**config.mk**
```make
export PLATFORM = sky130hd
export DESIGN_NAME = csa_pair_resolver
export DESIGN_NICKNAME = d
export VERILOG_FILES = /design/src/rtl/csa_pair_resolver.sv
export SDC_FILE = /design/constraint.sdc
export NUM_CORES = 1
export LEC_CHECK = 0
export ABC_AREA = 1
export CORE_MARGIN = 1.5
export CORE_UTILIZATION = 38
export DETAILED_ROUTE_END_ITERATION = 8
export PLACE_DENSITY = 0.73
export SLEW_MARGIN = 20
export SYNTH_ARGS = -nofsm -noshare
export SYNTH_HDL_FRONTEND = slang
export SYNTH_SLANG_ARGS = --single-unit
```
**constraint.sdc**
```tcl
create_clock -name clk -period 2.3 [get_ports clk]
set_input_delay 0.345 -clock clk [delete_from_list [all_inputs] [get_ports clk]]
set_output_delay 0.345 -clock clk [all_outputs]
set_load 0.01 [all_outputs]
```
**src/rtl/csa_pair_resolver.sv**
```systemverilog
// Resolves a carry-save (sum, carry) vector pair into one binary sum, CHUNK bits per cycle,
// with the chunk carry held in a register. Define CSA_RES_CARRY_OUT_EN to add the out_cout port.
module csa_pair_resolver #(
  parameter int WIDTH = 31,
  parameter int CHUNK = 8
) (
  input  logic             clk,
  input  logic             rst,
  input  logic             in_valid,
  output logic             in_ready,
  input  logic [WIDTH-1:0] in0,
  input  logic [WIDTH-1:0] in1,
  output logic             out_valid,
  input  logic             out_ready,
`ifdef CSA_RES_CARRY_OUT_EN
  output logic             out_cout,
`endif
  output logic [WIDTH-1:0] out_sum
);

  localparam int NCHUNK = (WIDTH + CHUNK - 1) / CHUNK;
  localparam int LAST_W = WIDTH - (NCHUNK - 1) * CHUNK;
  localparam int IDX_W  = (NCHUNK > 1) ? $clog2(NCHUNK) : 1;

  typedef enum logic [1:0] {IDLE, BUSY, DONE} state_e;

  state_e             state_q, state_d;
  logic [WIDTH-1:0]   a_q, a_d;
  logic [WIDTH-1:0]   b_q, b_d;
  logic [WIDTH-1:0]   sum_q, sum_d;
  logic               carry_q, carry_d;
  logic [IDX_W-1:0]   idx_q, idx_d;
`ifdef CSA_RES_CARRY_OUT_EN
  logic               cout_q, cout_d;
`endif

  logic [31:0]        shamt;
  logic [CHUNK-1:0]   chunk_a, chunk_b;
  logic [CHUNK:0]     chunk_sum;
  logic               last_chunk;
  logic               chunk_cout;
  logic [WIDTH-1:0]   chunk_mask, chunk_ins;

  // Operand slice for chunk idx_q; bits above WIDTH-1 shift in as zero, so the
  // partial last chunk's carry lands exactly on bit LAST_W of chunk_sum.
  always_comb begin
    shamt      = 32'(idx_q) * CHUNK;
    chunk_a    = CHUNK'(a_q >> shamt);
    chunk_b    = CHUNK'(b_q >> shamt);
    chunk_sum  = {1'b0, chunk_a} + {1'b0, chunk_b} + (CHUNK+1)'(carry_q);
    last_chunk = (idx_q == IDX_W'(NCHUNK - 1));
    chunk_cout = last_chunk ? chunk_sum[LAST_W] : chunk_sum[CHUNK];
    chunk_mask = WIDTH'({CHUNK{1'b1}}) << shamt;
    chunk_ins  = WIDTH'(chunk_sum[CHUNK-1:0]) << shamt;
  end

  always_comb begin
    // NOTE: every signal assigned here gets a default first so no latch is inferred.
    state_d = state_q;
    a_d     = a_q;
    b_d     = b_q;
    sum_d   = sum_q;
    carry_d = carry_q;
    idx_d   = idx_q;
`ifdef CSA_RES_CARRY_OUT_EN
    cout_d  = cout_q;
`endif
    unique case (state_q)
      IDLE: begin
        if (in_valid) begin
          a_d     = in0;
          b_d     = in1;
          carry_d = 1'b0;
          idx_d   = '0;
          state_d = BUSY;
        end
      end
      BUSY: begin
        sum_d   = (sum_q & ~chunk_mask) | chunk_ins;
        carry_d = chunk_cout;
        idx_d   = idx_q + 1'b1;
        if (last_chunk) begin
          state_d = DONE;
`ifdef CSA_RES_CARRY_OUT_EN
          cout_d  = chunk_cout;
`endif
        end
      end
      DONE: begin
        if (out_ready) state_d = IDLE;
      end
      default: state_d = IDLE;
    endcase
  end

  always_ff @(posedge clk) begin
    // NOTE: state registers use non-blocking assignments so all flops update together.
    if (rst) begin
      state_q <= IDLE;
      a_q     <= '0;
      b_q     <= '0;
      sum_q   <= '0;
      carry_q <= 1'b0;
      idx_q   <= '0;
`ifdef CSA_RES_CARRY_OUT_EN
      cout_q  <= 1'b0;
`endif
    end else begin
      state_q <= state_d;
      a_q     <= a_d;
      b_q     <= b_d;
      sum_q   <= sum_d;
      carry_q <= carry_d;
      idx_q   <= idx_d;
`ifdef CSA_RES_CARRY_OUT_EN
      cout_q  <= cout_d;
`endif
    end
  end

  assign in_ready  = (state_q == IDLE);
  assign out_valid = (state_q == DONE);
  assign out_sum   = sum_q;
`ifdef CSA_RES_CARRY_OUT_EN
  assign out_cout  = cout_q;
`endif

endmodule

```
Word level (Yosys, flattened, before mapping)
Index checks and enable logic that the tools add are counted.
{ "classes": {"addsub": 3, "multipliers": 0, "n_div": 0, "magnitude_cmp": 0, "n_eq_ne": 6, "shift": 4, "muxes": 9, "bitwise_logic": 3, "n_reduce_logical": 5} }
{ "ops": {"columns": ["op", "count"], "rows": [
  ["$shr 31x5->8", 2],
  ["$and 31x31->31", 1],
  ["$not 31->31", 1],
  ["$or 31x31->31", 1],
  ["$shl 8x5->31", 1],
  ["$shl 8x5->31 const A", 1],
  ["$add 8x8->9", 1],
  ["$add 9x1->9", 1],
  ["$mux 2", 4],
  ["$pmux 2 s3", 1],
  ["$eq 2x2->1 const B", 2],
  ["$ne 2x2->1 const B", 2],
  ["$pmux 2 s2", 1],
  ["$reduce_and 2->1", 2],
  ["$reduce_and 3->1", 1],
  ["$add 2x1->2 const B", 1],
  ["$eq 2x1->1 const B", 1],
  ["$logic_not 2->1", 1],
  ["$mux 1", 2],
  ["$ne 2x1->1 const B", 1],
  ["$pmux 1 s2", 1],
  ["$reduce_bool 2->1", 1]
]} }
{ "word_totals": {"register_bits": 98, "latch_bits": 0, "ram_bits": 0, "rom_bits": 0, "inputBits": 66, "elab_cells": 36, "mem_count": 0} }

Depth between registers and ports, before layout
{ "depth": {"depth_word": 5, "mapped_depth": 19, "depth_no_buf": 16} }

Worst setup path after synthesis
Ideal clock, no wire load.
{ "synth_timing": {"kind": "register to register", "start": "register idx_q[0]", "end": "register sum_q[20] (netlist: out_sum[20])", "setup_ps": 67, "arrival_time_ps": 2436, "setup_slack_ps": -203, "stages_incl_launch_ff": 17, "path_buffers": 3, "period_less_slack_ps": 2503, "path_cell_list": "dfxtp_1 buf_2 inv_1 buf_4 buf_2 nor2_1 o22ai_1 fa_1 inv_1 fa_1 inv_1 nand2_1 nand2_1 and2_4 xor2_2 nand3_1 a21oi_2"} }
{ "synth_via": {"elab_chain_len": 5, "word_cells_on_any_way": 9, "cone_classes": "add/sub: 2; shift: 4; bitwise: 3"} }
{ "synth_rtl": {"columns": ["item", "line_no", "text"], "rows": [
  ["from (decl)", "32", "logic [IDX_W-1:0] idx_q, idx_d;"],
  ["from (signal assigned)", "114", "idx_q <= idx_d;"],
  ["$shr 31x5->8, on equally long branches", "48, 49", null],
  ["$add 8x8->9", "50", "chunk_sum = {1'b0, chunk_a} + {1'b0, chunk_b} + (CHUNK+1)'(carry_q);"],
  ["$add 9x1->9", "50", null],
  ["$shl 8x5->31", "54", "chunk_ins = WIDTH'(chunk_sum[CHUNK-1:0]) << shamt;"],
  ["$or 31x31->31 *", "79", "sum_d = (sum_q & ~chunk_mask) | chunk_ins;"],
  ["to (signal assigned)", "112", "sum_q <= sum_d;"],
  ["to (decl)", "30", "logic [WIDTH-1:0] sum_q, sum_d;"]
]} }
Every way passes the cells marked *; elsewhere a longest branch is shown, timed or not.
A chain may end at the register's enable or synchronous reset.

Worst setup path after layout
{ "layout_timing": {"start": "register idx_q[0]", "end": "register sum_q[4] (netlist: out_sum[4])"} }
Same word-level chain as after synthesis.

==> key figures <==
Synth
  • EDFF count, synth: 0
  • Synth top area share: between 40 and 50%
  • Flops & latches, synth: 98
  • Cell taking the most area after synthesis: dfxtp_1
  • Synth Flop Type: dfxtp_1
  • Synthesized area per cell: ~7.5 µm²
  • Synth warn: 0
  • Post-synthesis instance total: between 500 and 600
  • Number of library cell types mapped by synthesis: 38
  • Async SR Flop Fraction: 0%
  • Synth area leaders: dfxtp_1 44%, nor2_1 14%, o21ai_0 10%
  • Post-Syn Area: approximately 0.0044 mm²
  • Register area share after synthesis: between 40 and 50%
  • Net Count, Synth: 674

Detailed routing
  • Residual DRC: 0
  • Via count: between 4000 and 5000
  • Vias per inst: a little over 5
  • Initial drt markers: 263
  • Drt first pass iters: 4
  • Detailed-route wire length: 11800 µm
  • Avg WL per Cell: 13.9 µm
  • Post-DRT Antenna Nets: 0

Clock tree
  • CTS tree: done
  • CTS sink count: 98
  • Register clock-pin slew on the reported worst setup and hold paths: 0.07 ns
  • Clk_lat worst skew: between 0.3 and 0.4 ns
  • CTS Hold Bufs: 0
  • Clock root buffer master: clkbuf_16
  • # H-tree levels: 3
  • Clock tree buffer depth: 2
  • Number of buffers created by CTS: 9

Timing
  • Min Hold Slack: between 0.4 and 0.5 ns
  • Final period util: 99.3%
  • Final Critical Period: between 2 and 2.5 ns
  • Pins over their slew limit: 0
  • Final hold violations: 0
  • Normalized max-slew margin: approximately two thirds
  • Clk_skew: slightly above 0.006 ns
  • RSZ-0062 raised after global routing: true
  • Actual slew at the worst max-slew pin: between 0.4 and 0.5 ns
  • Final setup violation count: 0
  • Fmax: 0.438 GHz

Critical path
  • CP max stage cell: fa_2
  • Critical path's top delay family: simple AND/OR/NAND/NOR gates
  • Worst setup path class: flop to flop
  • CP cell instances: inv_6 > buf_6 > nand2_1 > a32oi_2 > inv_1 > fa_2 > inv_2 > nand2_2 > nand2_2 > and2_4 > xor2_4 > nand3_2 > a21oi_2
  • Startpoint Class: flop
  • Crit path buf inv count: 4
  • Critical Path RT: around 2.6 ns
  • Crit-path max FO: 13
  • Critical path capture point type: flop
  • Reg2Reg Depth: 13
  • Critical path startpoint: idx_q[0]$_SDFFE_PP0P_
  • Worst r2r src: idx_q[0]$_SDFFE_PP0P_
  • Reg2reg end: out_sum[4]$_SDFFE_PP0P_
  • Critical Path Max Stage Delay: just over 0.4 ns
  • Worst EP arrival: ~2.6 ns
  • Flop-to-flop setup slack: between 0.015 and 0.02 ns
  • Crit path top cell by count: nand2_2

Power
  • Pwr dens: around 760 mW/mm²
  • Peak VDD IR: roughly 0.32 mV
  • LEAKAGE: about 2.4 nW
  • Final Power: 0.00462 W

Worst hold path
  • Hold_sp: out_sum[0]$_SDFFE_PP0P_
  • Hold Crit Class: flop to flop
  • Hold endpoint: out_sum[0]$_SDFFE_PP0P_
  • WHS Path Cells: 2

GRT
  • Initial antenna violation count: 0
  • First-pass GRT wire length: between 15000 and 20000 µm
  • Number of global-route vias before repair: approximately 4000
  • All-Layer GR Usage: 18.4%
  • Largest net degree at the start of global routing: 65
  • Grt total ovfl: 0

Run
  • MaxCap Viol Count: 0

Place
  • Dpl hpwl: roughly 8500 µm
  • Cell total after placement: around 800
  • Placement Cell Area: approximately 0.0055 mm²
  • PortBufs: a little under 100
  • Final Wtd Congestion: about 0.86

Floorplanning
  • Die area: 0.0123 mm²
  • Core Region: 0.0114 mm²
  • Ports: 99
  • Die W: 111 µm
  • Die Ht: 111 µm
  • Starting Density: 38.9%
  • Row cnt: 39

Cells and area
  • Ant diodes: 0
  • Share of cells above drive strength 1: approximately 14%
  • Fin nets: a little under 800
  • Final core occ: a little over half
  • Final Cell Area: roughly 0.0061 mm²
  • Post-route non-filler standard cell count: approximately 850
  • Area Growth Syn to Fin: 37.7%

Run status
  • Status: finished, final reports clean
## flip-flops by register name, indices dropped and copies added (netlist names)
signal   flops
idx_q        2
a_q         31
b_q         31
state_q      2
out_sum     31
carry_q      1
## worst reg2reg max path: cells and delay by family (launching register included)
family | cells | cell delay (ns)
adders and majority gates | 1 | 0.41
AOI/OAI and AO/OA | 2 | 0.33
buffers and inverters | 4 | 0.42
xor gates and xnor gates | 1 | 0.21
and+or+nand+nor | 5 | 0.47
DFF | 1 | 0.38
## where the power goes
group          internal [W]  switching [W]
logic              0.000547       0.000623
clock network      0.000908       0.000638
registers           0.00182      0.0000839
## layout by cell type, fill, tap and decap left out, types with 2 or more instances in the layout
cell type        synthesis  final
a21oi_1                 31     28
a21oi_2                  2      5
a22oi_1                  4      4
a32oi_2                  0      2
buf_12                   0      2
buf_4                    4     24
buf_6                    7      2
buf_8                    1      3
clkbuf_16                0      9
clkbuf_8                 0      2
clkdlybuf4s50_1          0     98
clkinv_4                 0      2
dfxtp_1                 98     96
dfxtp_4                  0      2
fa_2                     0      2
ha_1                    11     11
inv_1                   17     13
inv_2                    2      4
inv_4                    1      2
inv_6                    0      2
nand2_1                 68     64
nand2_2                  4      8
nand3_1                 18     15
nand3_2                  3      6
nand3b_1                 2      2
nand4_1                  8      8
nor2_1                 166    163
nor2_2                   3      6
o21a_1                   2      2
o21ai_0                 90     83
o21ai_1                  0      6
o22ai_1                 12      8
o22ai_2                  0      4
xor2_4                   0      2
## cell type report
cell class	instances	area, µm²
Fill cell	1055	5310
Tap cell	143	179
Inverter	21	88.8
Clock inverter	5	61.3
Multi-Input combinational cell	439	2290
Clock buffer	11	253
Timing Repair Buffer	129	1270
Sequential cell	98	1970
## Yosys cell counts (3+ instances only)
cell	instances
nand3_1	18
a21oi_1	31
clkbuf_1	13
dfxtp_1	98
ha_1	11
o22ai_1	12
nor2_1	166
nand4_1	8
a32oi_1	3
buf_2	6
nand2_1	68
a22oi_1	4
o21ai_0	90
clkbuf_2	6
nand3_2	3
nand2_2	4
nor2_2	3
inv_1	17
buf_4	4
buf_6	7
## what timing repair did
action / 4_1_cts / 5_1_grt
setup buffers: 4 / 12
gates resized for setup: 9 / 33
endpoints found under the setup margin: 4 / 26
pin swaps: 5 / 18
## worst max path at each step
| stage | to | slack [ns] | depth (start not counted) |
|---|---|---|---|
| 6_report | out_sum[4]$_SDFFE_PP0P_ | 0.02 | 13 |
| 5_1_grt | out_sum[4]$_SDFFE_PP0P_ | -0.09 | 13 |
| 4_1_cts | out_sum[12]$_SDFFE_PP0P_ | 0.009 | 13 |
| 3_5_place_dp | out_sum[12]$_SDFFE_PP0P_ | -0.04 | 13 |
| 3_3_place_gp | out_sum[12]$_SDFFE_PP0P_ | 0.06 | 13 |
| 2_1_floorplan | out_sum[4]$_SDFFE_PP0P_ | -0.06 | 16 |
## logic make-up after synthesis
logic type                 after synthesis  share of synthesized area [%]
buffers and inverters                   58                           7.08
AOI/OAI and AO/OA                      145                           17.5
DFF                                     98                           44.2
adders and majority gates               13                           4.00
and+or+nand+nor                        278                           26.4
xor gates and xnor gates                 3                          0.761
## routing by layer
metal  track usage [%]  up-vias  routed length (µm)
li1                  -     2173                   -
met1              23.1     1965                5160
met2              31.5      147                5590
met3              3.23       30                 623
met4              7.34        0                 389
met5                 0        -                   0
## stage by stage
step | setup slack (ns) | TNS [ns]
2_1_floorplan | -0.0582 | -0.201
3_3_place_gp | 0.0599 | 0
3_5_place_dp | -0.0427 | -0.107
4_1_cts | 0.00859 | 0
5_1_grt | -0.0907 | -0.862
6_report | 0.0172 | 0
Power figures use the tool's default switching activity.
